$ cat src/rtl/xs3_bcd_seq.sv
// xs3_bcd_seq
// Converts a packed word of DIGITS Excess-3 codes to packed BCD and to a
// binary value. A single Excess-3 decoder is shared across the digits,
// most-significant digit first, one digit per clock.
//
// Ports:
//   clk        rising-edge clock
//   rst_n      asynchronous active-low reset
//   start      request, sampled only while idle
//   xs3_in     packed Excess-3 digits, MSD in the top nibble
//   busy       high from the cycle after accept through the done cycle
//   done       one-cycle completion pulse
//   bcd_out    packed BCD result (invalid digits read as 4'hF)
//   bin_out    binary value of the result (invalid digits count as 0)
//   err        at least one invalid code in the last transaction
//   err_digit  index (0 = LSD) of the most-significant invalid digit
module xs3_bcd_seq #(
  parameter  int DIGITS = 4,
  parameter  int BIN_W  = 14,
  localparam int EW     = (DIGITS > 1) ? $clog2(DIGITS) : 1
) (
  input  logic                  clk,
  input  logic                  rst_n,
  input  logic                  start,
  input  logic [4*DIGITS-1:0]   xs3_in,
  output logic                  busy,
  output logic                  done,
  output logic [4*DIGITS-1:0]   bcd_out,
  output logic [BIN_W-1:0]      bin_out,
  output logic                  err,
  output logic [EW-1:0]         err_digit
);

  localparam int            W    = 4 * DIGITS;
  localparam logic [EW-1:0] LAST = EW'(DIGITS - 1);

  typedef enum logic [1:0] {IDLE, CONV, DONE} state_t;

  state_t           state, state_nxt;
  logic [EW-1:0]    cnt;
  logic [W-1:0]     shift_q;
  logic [W-1:0]     bcd_q;
  logic [BIN_W-1:0] acc_q;

  // Returns {valid, nibble}; invalid codes map to 4'hF.
  function automatic logic [4:0] xs3_decode(input logic [3:0] code);
    logic ok;
    ok = (code >= 4'd3) && (code <= 4'd12);
    return {ok, (ok ? (code - 4'd3) : 4'hF)};
  endfunction

  // acc*10 + d, with the multiply done as two shifts and an add.
  function automatic logic [BIN_W-1:0] mac10(input logic [BIN_W-1:0] acc,
                                             input logic [3:0]       d);
    return (acc << 3) + (acc << 1) + BIN_W'(d);
  endfunction

  logic [4:0]       dec;
  logic             dig_ok;
  logic [3:0]       dig_bcd;
  logic [3:0]       dig_val;
  logic [W-1:0]     bcd_nxt;
  logic [BIN_W-1:0] acc_nxt;
  logic             last;

  assign dec     = xs3_decode(shift_q[W-1 -: 4]);
  assign dig_ok  = dec[4];
  assign dig_bcd = dec[3:0];
  assign dig_val = dig_ok ? dig_bcd : 4'd0;
  assign bcd_nxt = (bcd_q << 4) | W'(dig_bcd);
  assign acc_nxt = mac10(acc_q, dig_val);
  assign last    = (cnt == LAST);

  assign busy = (state != IDLE);
  assign done = (state == DONE);

  always_ff @(posedge clk or negedge rst_n) begin
    if (!rst_n) state <= IDLE;
    else        state <= state_nxt;
  end

  always_comb begin
    state_nxt = state;
    unique case (state)
      IDLE:    if (start) state_nxt = CONV;
      CONV:    if (last)  state_nxt = DONE;
      DONE:               state_nxt = IDLE;
      default:            state_nxt = IDLE;
    endcase
  end

  // Control and visible results: counter, error capture, final output load.
  always_ff @(posedge clk or negedge rst_n) begin
    if (!rst_n) begin
      cnt       <= '0;
      bcd_out   <= '0;
      bin_out   <= '0;
      err       <= 1'b0;
      err_digit <= '0;
    end else begin
      unique case (state)
        IDLE: begin
          if (start) begin
            cnt       <= '0;
            err       <= 1'b0;
            err_digit <= '0;
          end
        end
        CONV: begin
          cnt <= last ? '0 : cnt + EW'(1);
          // Only the first invalid digit of a transaction is recorded.
          if (!dig_ok && !err) begin
            err       <= 1'b1;
            err_digit <= LAST - cnt;
          end
          if (last) begin
            bcd_out <= bcd_nxt;
            bin_out <= acc_nxt;
          end
        end
        default: ;
      endcase
    end
  end

  // Working datapath: input shift register, BCD assembly, binary accumulator.
  always_ff @(posedge clk) begin
    if (state == IDLE && start) begin
      shift_q <= xs3_in;
      bcd_q   <= '0;
      acc_q   <= '0;
    end else if (state == CONV) begin
      shift_q <= shift_q << 4;
      bcd_q   <= bcd_nxt;
      acc_q   <= acc_nxt;
    end
  end

endmodule
$ cat config.mk
export PLATFORM = sky130hd
export DESIGN_NAME = xs3_bcd_seq
export DESIGN_NICKNAME = d
export VERILOG_FILES = /design/src/rtl/xs3_bcd_seq.sv
export SDC_FILE = /design/constraint.sdc
export NUM_CORES = 1
export LEC_CHECK = 0
export ABC_AREA = 1
export BUFFER_PORTS_ARGS = -buffer_cell sky130_fd_sc_hd__buf_2
export CORE_MARGIN = 5
export CORE_UTILIZATION = 50
export CTS_CLUSTER_SIZE = 10
export DETAILED_ROUTE_END_ITERATION = 6
export GPL_TIMING_DRIVEN = 0
export PLACE_DENSITY = 0.71
export SYNTH_ARGS = -nofsm -noshare
export SYNTH_HDL_FRONTEND = slang
export SYNTH_SLANG_ARGS = --single-unit
$ cat constraint.sdc
create_clock -name clk -period 8.95 [get_ports clk]
set_input_delay 0 -clock clk [delete_from_list [all_inputs] [get_ports clk]]
set_output_delay 0 -clock clk [all_outputs]
set_load 0.02 [all_outputs]
### Word level (Yosys, flattened, before mapping)

Index checks and enable logic that the tools add are counted.

* $add $sub $neg: 5
* $mul: 0
* divide/modulo/power cells: 0
* order comparisons: 2
* eq/ne operators: 6
* shift-type cells: 0
* mux-type cells: 15
* bitwise logic cells: 1
* reductions and logical operators: 13

Operator list (count)
* $mux 16: 2
* $or 16x4->16: 1
* $add 14x14->14: 1
* $add 14x4->14: 1
* $pmux 2 s2: 3
* $mux 2: 5
* $mux 4: 2
* $ne 2x2->1 const B: 3
* $reduce_and 2->1: 3
* $reduce_bool 2->1: 3
* $eq 2x2->1 const B: 2
* $ge 4x2->1 const B: 1
* $le 4x4->1 const B: 1
* $sub 4x2->4 const B: 1
* $logic_and 1x1->1: 3
* $reduce_and 3->1: 1
* $add 2x1->2 const B: 1
* $eq 2x1->1 const B: 1
* $logic_not 1->1: 2
* $logic_not 2->1: 1
* $mux 1: 2
* $pmux 1 s2: 1
* $sub 2x2->2 const A: 1

* register bits after elaboration: 78
* latch bits: 0
* RAM bits: 0
* bits in read-only memories: 0
* bits of input ports: 19
* output and inout bits: 35
* logic and storage cells: 51
* memories kept: 0

### Longest topological paths before layout

* depth in word-level cells: 6
* depth in mapped cells: 17
* gate-level depth less buffers: 17

### Least setup slack after synthesis

Ideal clock, no wire load.

* path kind: reg-to-reg
* start point: register shift_q[12]
* end point: register bin_out[8]
* setup time: 0.117 ns
* data arrival time: 2.758 ns
* required time: 8.833 ns
* path slack: 6.075 ns
* cell stages (with the launch flop): 16
* path buffers: 0
* clock period less this slack: 2.875 ns
* cell sequence: edfxtp_1 > inv_1 > ha_1 > nand3b_1 > nand2_1 > or2_2 > fa_1 > inv_1 > fa_1 > nand2_1 > nand3_1 > nand3_1 > nand2_1 > or2_1 > nand3_1 > nand2_1

* cells in the longest elaborated chain, start to end: 5
* elaborated cells between the ends (all ways): 7
* those cells by class: 2 x add/sub; 2 x order compare; 2 x mux; 1 x reduce/logical

RTL lines
* start: declaration: RTL line 41 `logic [W-1:0] shift_q;`
* start signal: assignment: RTL line 129 `shift_q <= xs3_in;`
* start signal: assignment: RTL line 133 `shift_q <= shift_q << 4;`
* $ge 4x2->1 or $le 4x4->1 (tied branches): RTL line 48 `ok = (code >= 4'd3) && (code <= 4'd12);`
* $logic_and 1x1->1: RTL line 48
* $mux 4: RTL line 49 `return {ok, (ok ? (code - 4'd3) : 4'hF)};`
* $mux 4 *: RTL line 69 `assign dig_val = dig_ok ? dig_bcd : 4'd0;`
* $add 14x4->14 *: RTL line 55 `return (acc << 3) + (acc << 1) + BIN_W'(d);`
* end signal: assignment: RTL line 118 `bin_out <= acc_nxt;`
* end: declaration: RTL line 29 `output logic [BIN_W-1:0] bin_out,`

Mark *: on every way between the ends. The rest lies on a longest branch, timed or not.
A chain may end at the register's enable or synchronous reset.

### Final worst setup path

Ends and elaborated chain as after synthesis.

==> results by group <==
Floorplanning
  – # IOs: 54
  – Chip width: 98.0 um
  – Die ar.: 0.00959 mm2
  – Core ar.: 0.00765 mm2
  – Die height: 98.0 um
  – Row cnt: 32
  – Initial Util: 0.506

Critical path
  – Critical path type: reg -> reg
  – CP Launch Type: flop
  – Worst Setup End Kind: flop
  – Worst Path Max Fanout: 8
  – Crit-path slowest cell: fa_1
  – Max incr delay on CP: 0.49 ns
  – Crit-path cells: inv_1 -> ha_1 -> nand3b_1 -> nand2_1 -> or2_2 -> fa_1 -> inv_1 -> fa_1 -> nand2_1 -> nand3_1 -> nand3_1 -> nand2_1 -> or2_1 -> nand3_1 -> nand2_1
  – Top cell by count, worst path: nand2_1
  – Worst path arrival time: 3.47 ns
  – R2R Path Start: shift_q[12]$_DFFE_PP_
  – CP Launch Point: shift_q[12]$_DFFE_PP_
  – Req. time, crit path: 9.19 ns

Clock network
  – Clk sink count: 78
  – Num CTS Buffers: 9
  – Post-CTS sizing: 0
  – Bufs on Longest Clock Path: 2
  – Htree depth: 3
  – Worst skew pair latency: 0.35 ns
  – Clock-pin slew on the worst setup and hold paths: 0.08 ns
  – Root buf cell: clkbuf_8
  – CTS tree: built

STA
  – Setup violators final: 0
  – RSZ-0062 raised after global routing: no
  – Fmax: 0.310 GHz
  – Total negative slack: 0 ns
  – Skew final: 0.00838 ns
  – Worst slew pin tran: 0.861 ns
  – Tmin final: 3.23 ns
  – Slew Viols, Final: 0
  – Fin crit share: 0.361
  – Max-slew headroom: 0.426
  – Final Hold Vio Count: 0

Routing
  – DRT Wirelength: 8600 um
  – DR DRC count: 0
  – Final antenna-violating net count: 0
  – Initial DRC count: 95
  – Vias per cell: 4.85
  – DR vias: 3,113
  – Post-DR wirelength/cell: 13.4 um
  – Total iterations of the first detailed-routing run: 4

Global route
  – Initial antenna violation count: 0
  – Number of global-route vias before repair: 3,128
  – GR Overflow Total: 0
  – First-pass GRT wire length: 14,500 um
  – GRT Resource Usage Total: 0.187
  – Largest net degree at the start of global routing: 38

Run status
  – Status: complete, no violations

Cells and area
  – Layout fillers: 693
  – Syn-to-layout area delta: 19.3%
  – Ant diodes: 0
  – Nets: 581
  – Share of layout cells above drive strength 1: 0.183
  – Post-route insts no fill: 642
  – Design area: 0.00461 mm2
  – Reg area: 0.00191 mm2
  – Footprint of the multi-input gates: 0.00164 mm2

Synthesis
  – Post-synth EDFFs: 16
  – Mux cell area share after synthesis: 0
  – Most common library cells after synthesis: nand2_1 (164), inv_1 (56), dfrtp_1 (37), dfxtp_1 (25), ha_1 (25)
  – Average cell area after synthesis: 8.52 um2
  – Syn. warnings: 0
  – Synth Instances: 454
  – Ranking of synthesized cells by area: dfrtp_1 (24%), nand2_1 (16%), dfxtp_1 (13%), edfxtp_1 (12%), ha_1 (8.1%)
  – Most frequent cell after synthesis: nand2_1
  – Synthesized Nets: 500
  – Top-area cell type share of the netlist area: 0.239
  – Largest family of logic cells by synthesized area: simple AND/OR/NAND/NOR gates
  – Complex-gate fraction of the synthesized area: 0.0822
  – Post-Synth Simple-Gate Area: 0.235
  – Adder-cell area share of the yosys netlist: 0.0912
  – XOR/XNOR Fraction of Synth Area: 0.0159
  – Post-synth top area cell: dfrtp_1
  – Dominant synthesized flop cell: dfrtp_1
  – Async S/R FF share, synth: 0.474
  – Synthesis-stage register bit count: 78
  – Netlist cell types: 29
  – Seq/Total Area, Yosys: 0.493
  – Mapped Area: 0.00387 mm2

Placement
  – Placed instance area: 0.00426 mm2
  – PortBufs: 53
  – Post-DP HPWL: 6140 um
  – Placer Congestion: 0.893
  – Inst Count DP: 609

Job
  – MaxCap Viol Count: 0

Min path
  – Hold crit path type: in -> reg
  – Hold_sp: start
## metrics by stage
stage | setup slack [ns] | hold slack (ns) | utilization
6_report | 5.72 | 0.0676 | 0.603
3_5_place_dp | 5.74 | 0.165 | 0.557
4_1_cts | 5.71 | 0.0653 | 0.603
5_1_grt | 5.56 | 0.0993 | 0.603
2_1_floorplan | 6.07 | -0.296 | -
3_3_place_gp | 5.75 | 0.155 | 0.557
## sequential cells by signal, summed over array words and instances (netlist names)
signal,count
bin_out,14
acc_q,13
shift_q,16
err,1
state,2
err_digit,2
bcd_q,12
cnt,2
bcd_out,16
## path summary, 6_finish.rpt
check	end	slack [ns]	depth (start not counted)
min in group asynchronous	state[1]$_DFFE_PN0P_	0.30	2
worst min-delay path	err$_DFFE_PN0P_	0.07	4
max in group asynchronous	bcd_out[1]$_DFFE_PN0P_	8.10	2
worst min register to register	acc_q[12]$_SDFFE_PP0P_	0.46	2
worst max register to register	bin_out[8]$_DFFE_PN0P_	5.72	15
worst max-delay path	bin_out[8]$_DFFE_PN0P_	5.72	15
## critical path: cells and delay by family (launching register included)
| family | cells | cell delay (ns) |
|---|---|---|
| adders and majority gates | 3 | 1.10 |
| buffers and inverters | 2 | 0.18 |
| DFF | 1 | 0.45 |
| and+or+nand+nor | 10 | 1.40 |
## layout by cell type (no fill, tap or decap), types with 2 or more instances in the layout
cell           instances
ha_1                  25
o21ai_0               17
buf_6                  4
nand2_1              164
clkbuf_8               9
clkbuf_1               2
dfrtp_1               37
nand4_1                3
xor2_1                 6
nand3b_1               3
dlygate4sd3_1         17
dfxtp_1               25
nand3_1               23
inv_2                  5
o21ai_1               10
fa_1                   2
clkinv_2               3
buf_2                 60
a21oi_1                5
nor2_1                21
o22ai_1                3
nor2_4                 2
a22o_1                 3
o22ai_2                9
inv_1                 56
or2_1                  2
edfxtp_1              16
## final cells by class
class                   instances  area share
flip-flops and latches         78       0.413
well taps                     102      0.0277
clock buffers                  11      0.0331
plain buffers                  13      0.0198
inverters                      61      0.0496
clock inverters                 5     0.00678
repair buffers                 70      0.0944
multi-input cells             302       0.355
## cell families (layout without fill, tap and decap cells)
| logic type | after synthesis | count (layout) |
|---|---|---|
| AOI/OAI and AO/OA | 47 | 47 |
| xor gates and xnor gates | 7 | 7 |
| DFF | 78 | 78 |
| buffers and inverters | 74 | 160 |
| and+or+nand+nor | 221 | 221 |
| adders and majority gates | 27 | 27 |
## metal layers
| metal | part of all wire | track usage | wire [um] | vias up |
|---|---|---|---|---|
| met4 | 0.013 | 0.0607 | 112 | 0 |
| met5 | 0 | 0 | 0 | - |
| met1 | 0.45 | 0.231 | 3910 | 1447 |
| li1 | - | - | - | 1601 |
| met3 | 0.034 | 0.0329 | 292 | 12 |
| met2 | 0.50 | 0.330 | 4290 | 53 |
## timing repair
| action | CTS | global route |
|---|---|---|
| hold buffers | 17 | 0 |
| setup buffers | 0 | 0 |
| hold endpoints to repair | 53 | 0 |
Power is not shown: default switching activity piles up to over one toggle a cycle in this logic, so the estimate is an artifact.
